==> config.mk <==
export PLATFORM = sky130hd
export DESIGN_NAME = count_pwm_monitor_flat
export DESIGN_NICKNAME = d
export VERILOG_FILES = /design/src/rtl/count_pkg.sv /design/src/rtl/count_pwm_monitor_if.sv /design/src/rtl/count_seq_checker.sv /design/src/rtl/count_pwm_monitor.sv /design/src/flat_wrapper.sv
export SDC_FILE = /design/constraint.sdc
export NUM_CORES = 1
export LEC_CHECK = 0
export ABC_CLOCK_PERIOD_IN_PS = 3700
export BUFFER_PORTS_ARGS = -buffer_cell sky130_fd_sc_hd__buf_2
export CORE_AREA = 2 2 39 41
export CTS_BUF_LIST = sky130_fd_sc_hd__clkbuf_8
export CTS_CLUSTER_DIAMETER = 120
export CTS_CLUSTER_SIZE = 20
export DETAILED_ROUTE_END_ITERATION = 10
export DIE_AREA = 0 0 41 43
export GPL_ROUTABILITY_DRIVEN = 0
export HOLD_SLACK_MARGIN = 0.03
export PLACE_DENSITY = 0.81
export SLEW_MARGIN = 20
export SYNTH_ARGS = -nofsm -noshare
export SYNTH_HDL_FRONTEND = slang
export SYNTH_SLANG_ARGS = --single-unit
==> constraint.sdc <==
create_clock -name clk -period 3.7 [get_ports clk]
set_input_delay 0.555 -clock clk [delete_from_list [all_inputs] [get_ports clk]]
set_output_delay 0.555 -clock clk [all_outputs]
set_load 0.03 [all_outputs]
==> src/rtl/count_pkg.sv <==
// Shared types and helpers for the count-driven PWM monitor.
// Optional checker is enabled with the SEQ_CHECK_EN macro.
package count_pkg;

  localparam int CNT_W_DEF = 3;

  typedef enum logic [1:0] {
    IDLE  = 2'd0,
    SYNC  = 2'd1,
    RUN   = 2'd2,
    FAULT = 2'd3
  } state_t;

  function automatic int unsigned duty_clamp(
    input int unsigned d,
    input int unsigned w
  );
    int unsigned full;
    full = 32'd1 << w;
    return (d > full) ? full : d;
  endfunction

endpackage

==> src/rtl/count_pwm_monitor_if.sv <==
// Bundle between the counter side and the PWM monitor.
// Optional checker outputs exist under SEQ_CHECK_EN; else tied to 0.
interface count_pwm_monitor_if #(
  parameter int CNT_W = 3
);
  logic             en;
  logic [CNT_W-1:0] cnt_in;
  logic [CNT_W:0]   duty_in;
  logic             duty_load;
  logic             pwm_out;
  logic             period_pulse;
  logic [CNT_W:0]   duty_active;
  logic             seq_err;
  logic [3:0]       err_count;
  logic             fault;

  modport master (
    output en, cnt_in, duty_in, duty_load,
    input  pwm_out, period_pulse, duty_active,
    input  seq_err, err_count, fault
  );

  modport slave (
    input  en, cnt_in, duty_in, duty_load,
    output pwm_out, period_pulse, duty_active,
    output seq_err, err_count, fault
  );
endinterface

==> src/rtl/count_seq_checker.sv <==
// Verifies the count steps by +1 mod 2^CNT_W each cycle.
// Only instantiated when SEQ_CHECK_EN is defined.
module count_seq_checker #(
  parameter int CNT_W     = 3,
  parameter int ERR_LIMIT = 2
) (
  input  logic             clk,
  input  logic             reset,
  input  logic [CNT_W-1:0] cnt_in,
  input  logic             check,
  input  logic             clear,
  output logic             seq_err,
  output logic [3:0]       err_count,
  output logic             hit
);

  logic [CNT_W-1:0] prev_cnt;
  logic [CNT_W-1:0] expect_cnt;
  logic [4:0]       cnt_nx;
  logic             brk;

  assign expect_cnt = prev_cnt + 1'b1;
  assign brk    = check && (cnt_in != expect_cnt);
  assign cnt_nx = {1'b0, err_count} + 5'd1;
  assign hit    = brk && (cnt_nx >= 5'(ERR_LIMIT));

  // track previous count and accumulate saturating break count
  always_ff @(posedge clk) begin
    if (reset) begin
      prev_cnt  <= '0;
      seq_err   <= 1'b0;
      err_count <= '0;
    end else begin
      prev_cnt <= cnt_in;
      seq_err  <= brk;
      if (clear)
        err_count <= '0;
      else if (brk && err_count != 4'hf)
        err_count <= err_count + 4'd1;
    end
  end

endmodule

==> src/rtl/count_pwm_monitor.sv <==
// PWM generator and period tracker driven by an upstream counter.
// Define SEQ_CHECK_EN to add the sequence checker and FAULT state.
module count_pwm_monitor
  import count_pkg::*;
#(
  parameter int CNT_W     = CNT_W_DEF,
  parameter int ERR_LIMIT = 2
) (
  input  logic clk,
  input  logic reset,
  count_pwm_monitor_if.slave bus
);

  if (ERR_LIMIT < 1 || ERR_LIMIT > 15) begin : g_bad_limit
    $error("ERR_LIMIT must be 1..15");
  end

  state_t         state;
  logic [CNT_W:0] shadow;
  logic [CNT_W:0] duty_q;
  logic [CNT_W:0] duty_nx;
  logic [CNT_W:0] clamped;
  logic           pwm_q;
  logic           pp_q;
  logic           fault_q;
  logic           wrap;
  logic           take;
  logic           lt;
  logic           hit;

  assign wrap    = (bus.cnt_in == '0);
  assign clamped = (CNT_W+1)'(duty_clamp(
                     32'(bus.duty_in), CNT_W));

  // select the duty for the upcoming period at wrap or RUN entry
  always_comb begin
    take    = 1'b0;
    duty_nx = duty_q;
    if (bus.en && wrap &&
        (state == SYNC || state == RUN))
      take = 1'b1;
    if (take)
      duty_nx = shadow;
    lt = ({1'b0, bus.cnt_in} < duty_nx);
  end

`ifdef SEQ_CHECK_EN
  logic fresh;
  logic chk;
  logic clr;

  assign chk = (state == RUN) && bus.en && !fresh;
  assign clr = !bus.en || state == IDLE ||
               state == SYNC;

  // skip the comparison in the first RUN cycle after SYNC
  always_ff @(posedge clk) begin
    if (reset)
      fresh <= 1'b0;
    else
      fresh <= (state == SYNC) && bus.en && wrap;
  end

  count_seq_checker #(
    .CNT_W     (CNT_W),
    .ERR_LIMIT (ERR_LIMIT)
  ) u_seq_checker (
    .clk       (clk),
    .reset     (reset),
    .cnt_in    (bus.cnt_in),
    .check     (chk),
    .clear     (clr),
    .seq_err   (bus.seq_err),
    .err_count (bus.err_count),
    .hit       (hit)
  );
`else
  assign hit           = 1'b0;
  assign bus.seq_err   = 1'b0;
  assign bus.err_count = '0;
`endif

  // mode FSM with registered PWM, period pulse and fault
  always_ff @(posedge clk) begin
    if (reset) begin
      state   <= IDLE;
      shadow  <= '0;
      duty_q  <= '0;
      pwm_q   <= 1'b0;
      pp_q    <= 1'b0;
      fault_q <= 1'b0;
    end else begin
      if (bus.duty_load)
        shadow <= clamped;
      duty_q  <= duty_nx;
      pwm_q   <= 1'b0;
      pp_q    <= 1'b0;
      fault_q <= 1'b0;
      unique case (state)
        IDLE: begin
          if (bus.en)
            state <= SYNC;
        end
        SYNC: begin
          if (!bus.en) begin
            state <= IDLE;
          end else if (wrap) begin
            state <= RUN;
            pwm_q <= lt;
            pp_q  <= 1'b1;
          end
        end
        RUN: begin
          if (!bus.en) begin
            state <= IDLE;
          end else if (hit) begin
            state   <= FAULT;
            fault_q <= 1'b1;
          end else begin
            pwm_q <= lt;
            pp_q  <= wrap;
          end
        end
        FAULT: begin
          if (!bus.en)
            state <= IDLE;
          else
            fault_q <= 1'b1;
        end
        default: state <= IDLE;
      endcase
    end
  end

  assign bus.pwm_out      = pwm_q;
  assign bus.period_pulse = pp_q;
  assign bus.duty_active  = duty_q;
  assign bus.fault        = fault_q;

endmodule

==> src/flat_wrapper.sv <==
// flat-port wrapper written by rule: the top's interface ports become plain ports
module count_pwm_monitor_flat import count_pkg::*;
#(
  parameter int CNT_W     = CNT_W_DEF,
  parameter int ERR_LIMIT = 2
)
  (clk, reset, bus_en, bus_cnt_in, bus_duty_in, bus_duty_load, bus_pwm_out, bus_period_pulse, bus_duty_active, bus_seq_err, bus_err_count, bus_fault);
  count_pwm_monitor_if #(.CNT_W(CNT_W)) bus_i ();
  input  logic clk;
  input  logic reset;
  input wire logic [$bits(bus_i.en)-1:0] bus_en;
  input wire logic [$bits(bus_i.cnt_in)-1:0] bus_cnt_in;
  input wire logic [$bits(bus_i.duty_in)-1:0] bus_duty_in;
  input wire logic [$bits(bus_i.duty_load)-1:0] bus_duty_load;
  output wire logic [$bits(bus_i.pwm_out)-1:0] bus_pwm_out;
  output wire logic [$bits(bus_i.period_pulse)-1:0] bus_period_pulse;
  output wire logic [$bits(bus_i.duty_active)-1:0] bus_duty_active;
  output wire logic [$bits(bus_i.seq_err)-1:0] bus_seq_err;
  output wire logic [$bits(bus_i.err_count)-1:0] bus_err_count;
  output wire logic [$bits(bus_i.fault)-1:0] bus_fault;
  assign bus_i.en = bus_en;
  assign bus_i.cnt_in = bus_cnt_in;
  assign bus_i.duty_in = bus_duty_in;
  assign bus_i.duty_load = bus_duty_load;
  assign bus_pwm_out = bus_i.pwm_out;
  assign bus_period_pulse = bus_i.period_pulse;
  assign bus_duty_active = bus_i.duty_active;
  assign bus_seq_err = bus_i.seq_err;
  assign bus_err_count = bus_i.err_count;
  assign bus_fault = bus_i.fault;
  count_pwm_monitor #(.CNT_W(CNT_W), .ERR_LIMIT(ERR_LIMIT)) u_core (.clk(clk), .reset(reset), .bus(bus_i));
endmodule
# Word level (Yosys, flattened, before mapping)
# Index checks and enable logic that the tools add are counted.
[op_classes]
multipliers = 0
n_shift = 0
order_cmp = 2
reduce_logical = 8
bitwise_logic = 1
muxes = 17
eq_ne = 6
add_sub_neg = 0
n_div = 0
[op_table]
columns = ["cell", "count"]
rows = [
  ["two-way mux 1 bit", 8],
  ["two-way mux 2 bit", 4],
  ["two-way mux 4 bit", 2],
  ["one-hot mux 2 bit (3 select lines)", 1],
  ["== test 2 bit, second input constant", 2],
  ["> comparator 4 bit, second input constant", 1],
  ["less-than comparator 3 x 4 -> 1 bit", 1],
  ["!= test 2 bit, second input constant", 2],
  ["one-hot mux 1 bit (2 select lines)", 2],
  ["OR reduction 2 bit", 2],
  ["zero test 3 bit", 1],
  ["!= test 3 x 2 -> 1 bit, second input constant", 1],
  ["AND reduction 3 bit", 1],
  ["== test 2 x 1 -> 1 bit, second input constant", 1],
  ["logical AND 1 bit", 2],
  ["zero test 2 bit", 1],
  ["logical OR 1 bit", 1],
  ["inverter 1 bit", 1],
]
[totals]
ramBits = 0
in_bits = 11
latch_bits = 0
output_inout_bits = 12
reg_bits = 13
mem_bits_ro = 0
n_memories = 0

# Longest topological paths before layout
# Gate-level depths: netlist of the first run.
[depth]
word_depth = 9
mapped_depth = 9
ltp_nobuf = 9

# Least setup slack after synthesis of the first run
# OpenSTA, ideal clock, no wires.
[synth_timing]
path_kind = "input to register"
start = "input port bus_cnt_in[1]"
end = "register u_core.pwm_q (netlist: u_core.bus.pwm_out)"
slack_ns = 1.483
path_stages = 8
t_required_ns = 3.630
arrival_ns = 2.147
path_cell_list = "nor3_4 nand3_2 mux2i_1 ha_1 or3b_1 a31o_1 a31o_1 a21oi_1"
[synth_between]
elab_chain_len = 9
elab_cells_between_ends = 10
classes_between = "order compare: 1; mux: 6; reduce/logical: 3"
[synth_rtl]
columns = ["item", "line_no", "rtl"]
rows = [
  ["start: declaration", "flat_wrapper.sv:12", "input wire logic [$bits(bus_i.cnt_in)-1:0] bus_cnt_in;"],
  ["zero test 3 bit", "count_pwm_monitor.sv:31", "assign wrap = (bus.cnt_in == '0);"],
  ["logical AND 1 bit (2 in a row)", "count_pwm_monitor.sv:39", "if (bus.en && wrap &&"],
  ["two-way mux 1 bit", "count_pwm_monitor.sv:39", ""],
  ["two-way mux 4 bit", "count_pwm_monitor.sv:42", "if (take)"],
  ["less-than comparator 3 x 4 -> 1 bit", "count_pwm_monitor.sv:44", "lt = ({1'b0, bus.cnt_in} < duty_nx);"],
  ["two-way mux 1 bit", "count_pwm_monitor.sv:107", "end else if (wrap) begin"],
  ["two-way mux 1 bit", "count_pwm_monitor.sv:105", "if (!bus.en) begin"],
  ["one-hot mux 1 bit (2 select lines) *", "count_pwm_monitor.sv:99", "unique case (state)"],
  ["end signal: assignment", "count_pwm_monitor.sv:109", "pwm_q <= lt;"],
  ["end signal: assignment", "count_pwm_monitor.sv:120", "pwm_q <= lt;"],
  ["end: declaration", "count_pwm_monitor.sv:23", "logic pwm_q;"],
]
# Every way passes the cells marked *; elsewhere a longest branch is shown, timed or not.
# A chain may end at the register's enable or synchronous reset.

# Worst setup path in the final report of the first run
[layout_timing]
start = "register u_core.state[1]"
end = "register u_core.pwm_q (netlist: u_core.bus.pwm_out)"
[layout_between]
elab_chain_len = 9
elab_cells_between_ends = 11
classes_between = "order compare: 1; eq/ne: 2; mux: 6; reduce/logical: 2"
[layout_rtl]
columns = ["item", "line_no", "rtl"]
rows = [
  ["start: declaration", "count_pwm_monitor.sv:18", "state_t state;"],
  ["start signal: assignment", "count_pwm_monitor.sv:86", "state <= IDLE;"],
  ["start signal: assignment", "count_pwm_monitor.sv:102", "state <= SYNC;"],
  ["start signal: assignment", "count_pwm_monitor.sv:106", "state <= IDLE;"],
  ["== test 2 x 1 -> 1 bit or == test 2 bit (tied branches)", "count_pwm_monitor.sv:40, count_pwm_monitor.sv:99", ""],
  ["logical OR 1 bit", "count_pwm_monitor.sv:40", "(state == SYNC || state == RUN))"],
  ["logical AND 1 bit", "count_pwm_monitor.sv:39", ""],
  ["two-way mux 1 bit", "count_pwm_monitor.sv:39", ""],
  ["two-way mux 4 bit", "count_pwm_monitor.sv:42", ""],
  ["less-than comparator 3 x 4 -> 1 bit", "count_pwm_monitor.sv:44", ""],
  ["two-way mux 1 bit", "count_pwm_monitor.sv:107", ""],
  ["two-way mux 1 bit", "count_pwm_monitor.sv:105", ""],
  ["one-hot mux 1 bit (2 select lines) *", "count_pwm_monitor.sv:99", ""],
]
# Marked as above.

==> results.json, run 1 <==
{
  "status": "complete, no violations",
  "drc_errors": 0,
  "ff2ff_path_depth": 9,
  "regArea_um2": 260,
  "h-tree-depth": 1,
  "p_leak_nw": 0.397,
  "crit_path_end": "u_core.bus.pwm_out",
  "total_power_w": 0.000317,
  "synth.most_common_cell": "dfxtp_1",
  "crit_slowest_cell": "dfxtp_1",
  "pin_count": 23,
  "rr_startpoint": "u_core.state[1]",
  "grt_use_total_pct": 18.6,
  "timing.final.crit_share_pct": 62.9,
  "cts-root-buf": "clkbuf_8",
  "cts_buffer_depth": 2,
  "numCtsBuffers": 3,
  "synth_top_cells_by_area": "dfxtp_1, ha_1, mux2i_1",
  "wl_per_cell_um": 12.5,
  "fmax_mhz": 430,
  "postCtsSetupRepairBufs": 0,
  "wirelength_mm": 1.31,
  "max_stage_delay_ps": 380,
  "crit_chain": "inv_1 > ha_1 > nand3_2 > mux2i_1 > ha_1 > or3b_1 > a31o_1 > a31o_1 > a21oi_1",
  "synth_edf_count": 0,
  "dp_cells": 101,
  "drt_iter0_markers": 5,
  "p_per_area_nw_per_um2": 393,
  "nNetsFinal": 108,
  "ys_warn_count": 0,
  "setup_tns_ps": 0,
  "avgViaCountPerCell": 5.16,
  "cts.hold.buffers_added": 0,
  "required_ps": 3880,
  "finalNonFillerCells": 105,
  "max_cap_viol_count": 0,
  "grt_pass1_vias": 500,
  "dieHeight_um": 43,
  "synthCells": 71,
  "areaGrowthSynthToFinish_pct": 17.3,
  "slew_viol_final": 0,
  "pre_cts_ws_ps": 1200,
  "rows": 14,
  "grt.overflow.total": 0,
  "start_kind": "register",
  "antenna_left": 0,
  "yosys.area.top_type": "dfxtp_1",
  "crit_buf_inv": 1,
  "hold_viol_final": 0,
  "synth_cell_types": 25,
  "end_kind": "register",
  "fp.dieArea_um2": 1760,
  "period_needed_ps": 2330,
  "cp_top_family": "adder cells",
  "ys.flop_type": "dfxtp_1",
  "cts_resized": 0,
  "netlist_area_um2": 687,
  "ys_seq_area_share_pct": 37.9,
  "arrival_ps": 2500,
  "fill_cells": 142,
  "start_util_pct": 49.6,
  "ys_ff_latch": 13,
  "crit_start": "u_core.state[1]",
  "grt_max_degree": 13,
  "die_x_um": 41,
  "grt_pass1_wl_mm": 2.12,
  "synth.avg_cell_area_um2": 9.67,
  "drive_gt1_share_pct": 24.7,
  "worstHoldPathType": "reg2reg",
  "antenna_cells": 0,
  "ir_drop_uv": 288,
  "numClockSinks": 13,
  "synth_top_cell_area_share_pct": 37.9,
  "cts_tree": "built",
  "r2r_slack_ps": 1370,
  "r2r-end": "u_core.bus.pwm_out",
  "rsz0062_at_grt": "no",
  "skew_ps": 2.73,
  "postSynth.asyncResetShare_pct": 0,
  "path_depth": 9,
  "antenna_found_initial": 0,
  "dp_hpwl_mm": 1.01,
  "vias": 542,
  "fin_util_pct": 58.2,
  "criticalPathCategory": "reg2reg",
  "multi_input_comb_area_um2": 380,
  "worstSkewPairLatency_ps": 240,
  "portBuffers": 17,
  "dr.pass1.iters": 4,
  "fin_ws_ps": 1370,
  "setup_viol": 0,
  "netlist_top_cells_count": "dfxtp_1, ha_1, nor2_1",
  "core_area_um2": 1380,
  "path_clk_slew_ps": 50,
  "critPathMaxFanout": 5
}
[layer usage]
layer	share of wire (%)	vias to the layer above	routed length [um]	GRT usage, %
met1	42	250	550	21.1
met3	5.7	4	74	6.28
met4	1.1	0	15	10.0
li1	-	272	-	-
met2	51	16	667	29.1
met5	0	-	0	0
[metrics by stage]
| step | instance area [um2] | hold WS [ps] |
|---|---|---|
| after floorplan | 702 | 444 |
| after global placement | 761 | 457 |
| after detailed placement | 761 | 473 |
| after CTS | 806 | 481 |
| after global routing | 806 | 507 |
| final | 806 | 476 |
[report_power, final]
| part | switching, W | internal, W | total [W] |
|---|---|---|---|
| Sequential | 0.00000352 | 0.000145 | 0.000148 |
| Combinational | 0.0000296 | 0.0000182 | 0.0000477 |
| Clock | 0.0000477 | 0.0000731 | 0.000121 |
[placed cells by master (no fill, tap or decap)]
master     synthesis  final
nor3b_1            1      1
dfxtp_1           13     13
inv_1              4      5
nand3b_1           3      3
ha_1               7      7
o21a_1             2      2
a211oi_1           1      1
clkbuf_8           0      3
and3_1             1      1
o221ai_1           1      1
nand4_1            1      1
nand2_1            1      1
or3b_1             1      1
o2111ai_1          1      1
nor2_1             7      7
a31o_1             2      2
conb_1             1      5
buf_2              1     17
nand2b_1           3      3
a21oi_1            5      5
o21ai_0            1      1
nor3_4             1      1
mux2i_1            6      6
nand3_2            1      1
[worst min-delay path: stages, from the launching register on]
cell and delay (ps):
dfxtp_1 310, nand2b_1 60, a21oi_1 50
[state kept, by name, indices dropped and copies added (netlist names)]
| name | count |
|---|---|
| u_core.bus.fault | 1 |
| u_core.state | 2 |
| u_core.bus.period_pulse | 1 |
| u_core.bus.duty_active | 4 |
| u_core.shadow | 4 |
| u_core.bus.pwm_out | 1 |
[cell type report]
class | instances | share of cell area (%)
clock inverters | 1 | 0.466
flip-flops and latches | 13 | 32.3
inverters | 4 | 1.86
well taps | 16 | 2.48
clock buffers | 3 | 5.12
repair buffers | 17 | 10.6
multi-input cells | 51 | 47.2
[worst min-delay path by stage]
stage	slack (ps)	end	depth (start not counted)	from
2_1_floorplan	440	u_core.shadow[1]	2	u_core.shadow[1]
3_3_place_gp	460	u_core.shadow[1]	2	u_core.shadow[1]
3_5_place_dp	470	u_core.shadow[1]	2	u_core.shadow[1]
4_1_cts	480	u_core.shadow[1]	2	u_core.shadow[1]
5_1_grt	510	u_core.shadow[1]	2	u_core.shadow[1]
6_report	480	u_core.shadow[1]	2	u_core.shadow[1]
[cells by family after synthesis]
| group | count (synthesis) | synth area share (%) |
|---|---|---|
| and+or+nand+nor | 20 | 18.4 |
| buffers and inverters | 11 | 8.92 |
| AOI/OAI and AO/OA | 13 | 12.7 |
| other | 1 | 0.546 |
| adders and majority gates | 7 | 12.7 |
| DFF | 13 | 37.9 |
| muxes | 6 | 8.74 |
Power figures use the tool's default switching activity.
==> inputs of run 2 (changes only) <==
--- a/config.mk
+++ b/config.mk
@@ -5,17 +5,17 @@
 export SDC_FILE = /design/constraint.sdc
 export NUM_CORES = 1
 export LEC_CHECK = 0
-export ABC_CLOCK_PERIOD_IN_PS = 3700
+export ABC_CLOCK_PERIOD_IN_PS = 2200
 export BUFFER_PORTS_ARGS = -buffer_cell sky130_fd_sc_hd__buf_2
-export CORE_AREA = 2 2 39 41
+export CORE_MARGIN = 2
+export CORE_UTILIZATION = 50
 export CTS_BUF_LIST = sky130_fd_sc_hd__clkbuf_8
 export CTS_CLUSTER_DIAMETER = 120
 export CTS_CLUSTER_SIZE = 20
 export DETAILED_ROUTE_END_ITERATION = 10
-export DIE_AREA = 0 0 41 43
 export GPL_ROUTABILITY_DRIVEN = 0
 export HOLD_SLACK_MARGIN = 0.03
-export PLACE_DENSITY = 0.81
+export PLACE_DENSITY = 0.79
 export SLEW_MARGIN = 20
 export SYNTH_ARGS = -nofsm -noshare
 export SYNTH_HDL_FRONTEND = slang
==> constraint.sdc (replaced) <==
create_clock -name clk -period 2.2 [get_ports clk]
set_input_delay 0.33 -clock clk [delete_from_list [all_inputs] [get_ports clk]]
set_output_delay 0.33 -clock clk [all_outputs]
set_load 0.03 [all_outputs]
==> results.json, run 2 (synthesis results as in run 1) <==
{
  "ir_drop_uv": 304,
  "h-tree-depth": 1,
  "r2r_slack_ps": 90,
  "final_common_cell": "buf_2",
  "hold_viol_final": 0,
  "cts_buffer_depth": 2,
  "setup_tns_ps": 0,
  "setup_viol": 0,
  "start_kind": "register",
  "required_ps": 2370,
  "hp-start": "bus_duty_in[0]",
  "ff2ff_path_depth": 9,
  "cp_top_family": "adder cells",
  "wl_per_cell_um": 12.9,
  "antenna_found_initial": 0,
  "regArea_um2": 263,
  "avgViaCountPerCell": 5.10,
  "crit_start": "u_core.state[1]",
  "grt_pass1_vias": 492,
  "crit_slowest_cell": "dfxtp_2",
  "r2r-end": "u_core.bus.pwm_out",
  "pin_count": 23,
  "finalNonFillerCells": 107,
  "status": "complete, no violations",
  "fill_cells": 114,
  "grt_use_total_pct": 21.3,
  "numCtsBuffers": 3,
  "antenna_cells": 0,
  "whs_endpoint": "u_core.shadow[0]",
  "vias": 546,
  "path_depth": 9,
  "die_x_um": 41.1,
  "fin_util_pct": 64.8,
  "period_needed_ps": 2110,
  "holdWs_ps": 354,
  "cts_tree": "built",
  "layout_common_cells": "buf_2, dfxtp_1, nor2_1",
  "crit_buf_inv": 1,
  "p_per_area_nw_per_um2": 655,
  "skew_ps": 1.80,
  "grt_max_degree": 13,
  "start_util_pct": 53.5,
  "fmax_mhz": 475,
  "fp.dieArea_um2": 1690,
  "portBuffers": 17,
  "arrival_ps": 2280,
  "holdPathStages": 3,
  "postCtsSetupRepairBufs": 0,
  "max_cap_viol_count": 0,
  "slew_viol_final": 0,
  "dr.pass1.iters": 4,
  "numClockSinks": 13,
  "grt_pass1_wl_mm": 2.22,
  "drc_errors": 0,
  "grt.overflow.total": 0,
  "nNetsFinal": 111,
  "antenna_left": 0,
  "end_kind": "register",
  "criticalPathCategory": "reg2reg",
  "rr_startpoint": "u_core.state[1]",
  "areaGrowthSynthToFinish_pct": 21.1,
  "crit_chain": "inv_1 > ha_1 > nand3_2 > mux2i_1 > ha_2 > or3b_1 > a31o_1 > a31o_1 > a21oi_1",
  "cp_common_cell": "a31o_1",
  "timing.final.crit_share_pct": 95.7,
  "rows": 13,
  "path_clk_slew_ps": 50,
  "worstHoldPathType": "in2reg",
  "dp_cells": 103,
  "p_leak_nw": 0.411,
  "max_stage_delay_ps": 360,
  "cts-root-buf": "clkbuf_8",
  "core_area_um2": 1280,
  "drt_iter0_markers": 6,
  "multi_input_comb_area_um2": 383,
  "dieHeight_um": 41.1,
  "worstSkewPairLatency_ps": 240,
  "critPathMaxFanout": 4,
  "rsz0062_at_grt": "no",
  "wirelength_mm": 1.38,
  "dp_hpwl_mm": 1.03,
  "drive_gt1_share_pct": 30.4
}
## run 2: worst max path at each step
stage	to
3_5_place_dp	u_core.bus.pwm_out
3_3_place_gp	u_core.bus.pwm_out
2_1_floorplan	u_core.bus.pwm_out
5_1_grt	u_core.bus.pwm_out
4_1_cts	u_core.bus.pwm_out
6_report	u_core.bus.pwm_out
## run 2: cell type report
type,instances,share of cell area [%]
well taps,15,2.26
inverters,4,1.80
flip-flops and latches,13,31.6
clock inverters,1,0.451
clock buffers,3,4.96
repair buffers,20,12.9
multi-input cells,51,46.0
## run 2: power breakdown
part           internal (W)   total, W  leakage (nW)  switching (W)
sequential         0.000244   0.000250         0.106     0.00000626
combinational     0.0000362  0.0000897         0.278      0.0000535
clock              0.000123   0.000205        0.0269      0.0000823
## run 2: metrics by stage
stage | area (um2) | power [W] | worst slack [ps]
2_1_floorplan | 702 | 0.000318 | 63.3
5_1_grt | 832 | 0.000579 | 19.9
4_1_cts | 827 | 0.000547 | 17.3
3_3_place_gp | 782 | 0.000337 | 114
6_report | 832 | 0.000545 | 95.0
3_5_place_dp | 782 | 0.000342 | 31.1
## run 2: timing repair
item                                   CTS  global route
gates resized for setup                  0             3
hold buffers                             0             0
endpoints found under the hold margin    0             0
setup endpoints to repair                0             1
## run 2: worst reg2reg max path, delay by kind of cell (launching register included)
kind / cells / cell delay (ps)
AO/OA/AOI/OAI: 3 / 490
multiplexers: 1 / 150
AND/OR/NAND/NOR: 2 / 440
flip-flops: 1 / 360
buffers and inverters: 1 / 80
adder cells (fa/ha/maj): 2 / 500
## run 2: layer usage
metal	track usage [%]	routed length [um]	part of all wire (%)
met3	8.15	85	6.2
met2	33.2	663	48
met4	7.50	0	0
met5	0	0	0
met1	26.4	629	46
==> inputs of run 3 (changes only) <==
--- a/config.mk
+++ b/config.mk
@@ -15,8 +15,10 @@
 export DETAILED_ROUTE_END_ITERATION = 10
 export GPL_ROUTABILITY_DRIVEN = 0
 export HOLD_SLACK_MARGIN = 0.03
+export MAX_ROUTING_LAYER = met4
 export PLACE_DENSITY = 0.79
 export SLEW_MARGIN = 20
 export SYNTH_ARGS = -nofsm -noshare
 export SYNTH_HDL_FRONTEND = slang
+export SYNTH_HIERARCHICAL = 1
 export SYNTH_SLANG_ARGS = --single-unit
==> results.json, run 3 <==
{
  "status": "complete, but fails checks",
  "violations": "negative setup slack",
  "portBuffers": 17,
  "final_common_cell": "buf_2",
  "drc_errors": 0,
  "fin_ws_ps": -65.4,
  "end_kind": "register",
  "start_kind": "register",
  "period_needed_ps": 2270,
  "synth.avg_cell_area_um2": 9.76,
  "path_clk_slew_ps": 60,
  "cts-root-buf": "clkbuf_8",
  "drt_iter0_markers": 13,
  "synthCells": 70,
  "crit_slowest_cell": "dfxtp_2",
  "crit_buf_inv": 1,
  "antenna_found_initial": 0,
  "rows": 13,
  "postSynth.asyncResetShare_pct": 0,
  "ir_drop_uv": 344,
  "holdPathStages": 3,
  "finalNonFillerCells": 112,
  "required_ps": 2340,
  "cts.hold.buffers_added": 0,
  "dieHeight_um": 41.0,
  "fp.dieArea_um2": 1680,
  "criticalPathCategory": "reg2reg",
  "netlist_top_cells_count": "dfxtp_1, nor2_1, ha_1",
  "wirelength_mm": 1.52,
  "hold_viol_final": 0,
  "synth_top_cell_area_share_pct": 38.1,
  "nNetsFinal": 116,
  "grt_max_degree": 14,
  "setup_viol": 1,
  "critPathMaxFanout": 4,
  "synth_cell_types": 27,
  "total_power_w": 0.000558,
  "antenna_left": 0,
  "fmax_mhz": 441,
  "grt_use_total_pct": 20.9,
  "cts_buffer_depth": 2,
  "max_cap_viol_count": 0,
  "layout_common_cells": "buf_2, dfxtp_1, buf_4",
  "die_x_um": 41.0,
  "dp_cells": 104,
  "areaGrowthSynthToFinish_pct": 35.7,
  "synth_edf_count": 0,
  "yosys.area.top_type": "dfxtp_1",
  "worstHoldPathType": "in2reg",
  "h-tree-depth": 1,
  "pin_count": 23,
  "cp_common_cell": "ha_4",
  "antenna_cells": 0,
  "skew_ps": 3.29,
  "fill_cells": 95,
  "ys_warn_count": 6,
  "numCtsBuffers": 3,
  "numClockSinks": 13,
  "ys_seq_area_share_pct": 38.1,
  "r2r_slack_ps": -70,
  "wl_per_cell_um": 13.5,
  "ys_ff_latch": 13,
  "p_leak_nw": 0.407,
  "grt_pass1_wl_mm": 2.24,
  "drive_gt1_share_pct": 42.3,
  "core_area_um2": 1280,
  "avgViaCountPerCell": 5.32,
  "ff2ff_path_depth": 8,
  "max_stage_delay_ps": 350,
  "dr.pass1.iters": 4,
  "slew_viol_final": 0,
  "grt.overflow.total": 0,
  "rsz0062_at_grt": "yes",
  "grt_pass1_vias": 524,
  "netlist_area_um2": 683,
  "cts_tree": "built",
  "vias": 596,
  "arrival_ps": 2400,
  "start_util_pct": 53.2,
  "path_depth": 8,
  "synth_top_cells_by_area": "dfxtp_1, ha_1, mux2i_1",
  "dp_hpwl_mm": 1.01,
  "crit_chain": "inv_4 > ha_4 > and3_4 > mux2i_4 > ha_4 > o21a_1 > a31o_2 > a2111oi_4",
  "p_per_area_nw_per_um2": 602,
  "holdWs_ps": 365,
  "cp_top_family": "compound AO/OA/AOI/OAI gates",
  "ys.flop_type": "dfxtp_1",
  "timing.final.crit_share_pct": 103,
  "worstSkewPairLatency_ps": 240,
  "synth.most_common_cell": "dfxtp_1"
}
## run 3: layout make-up
class	instances	area (um2)	area share, %
clock inverter	1	3.75	0.405
tap	15	18.8	2.02
timing repair buffer	26	153	16.5
multi-input combinational	52	438	47.2
sequential	13	263	28.3
inverter	2	10.0	1.08
clock buffer	3	41.3	4.45
## run 3: what timing repair did
| item | 4_1_cts | 5_1_grt |
|---|---|---|
| pin swaps | 1 | 1 |
| buffers inserted | 3 | 1 |
| resized for setup | 1 | 5 |
| setup endpoints to repair | 1 | 1 |
## run 3: where the power goes
| part | total (W) | switching [W] | internal [W] |
|---|---|---|---|
| Clock | 0.000207 | 0.0000844 | 0.000123 |
| Combinational | 0.000103 | 0.0000574 | 0.0000454 |
| Sequential | 0.000248 | 0.00000495 | 0.000243 |
| Total | 0.000558 | 0.000147 | 0.000412 |
## run 3: worst paths after layout
check              startpoint            endpoint
max reg2reg   u_core/state[1]  u_core/bus.pwm_out
max           u_core/state[1]  u_core/bus.pwm_out
min            bus_duty_in[1]    u_core/shadow[1]
min reg2reg  u_core/shadow[2]    u_core/shadow[2]
## run 3: kinds of logic after synthesis
logic type / Yosys count / share of synthesized area [%]
muxes: 6 / 8.79
AOI/OAI and AO/OA: 11 / 11.5
DFF: 13 / 38.1
adders and majority gates: 7 / 12.8
other: 1 / 0.549
and+or+nand+nor: 23 / 19.4
buffers and inverters: 9 / 8.79
## run 3: routing by layer
metal  GRT usage (%)  routed length (um)
met5               -                   0
met4            5.83                   0
met3            5.98                  81
met2            34.4                 783
met1            24.7                 652
## run 3: worst min-delay path, delay by kind of cell
family	cells	cell delay, ps
buf+inv	1	90
simple gates	1	70
compound gates	1	60
## run 3: through the flow
stage	area (um2)	TNS (ps)	setup WS [ps]	util, %
2_1_floorplan	721	0	12.4	-
3_3_place_gp	810	0	62.6	63.0
3_5_place_dp	810	-39.1	-39.1	63.0
4_1_cts	881	-13.5	-13.5	68.5
5_1_grt	927	-147	-147	72.2
6_report	927	-65.4	-65.4	72.2
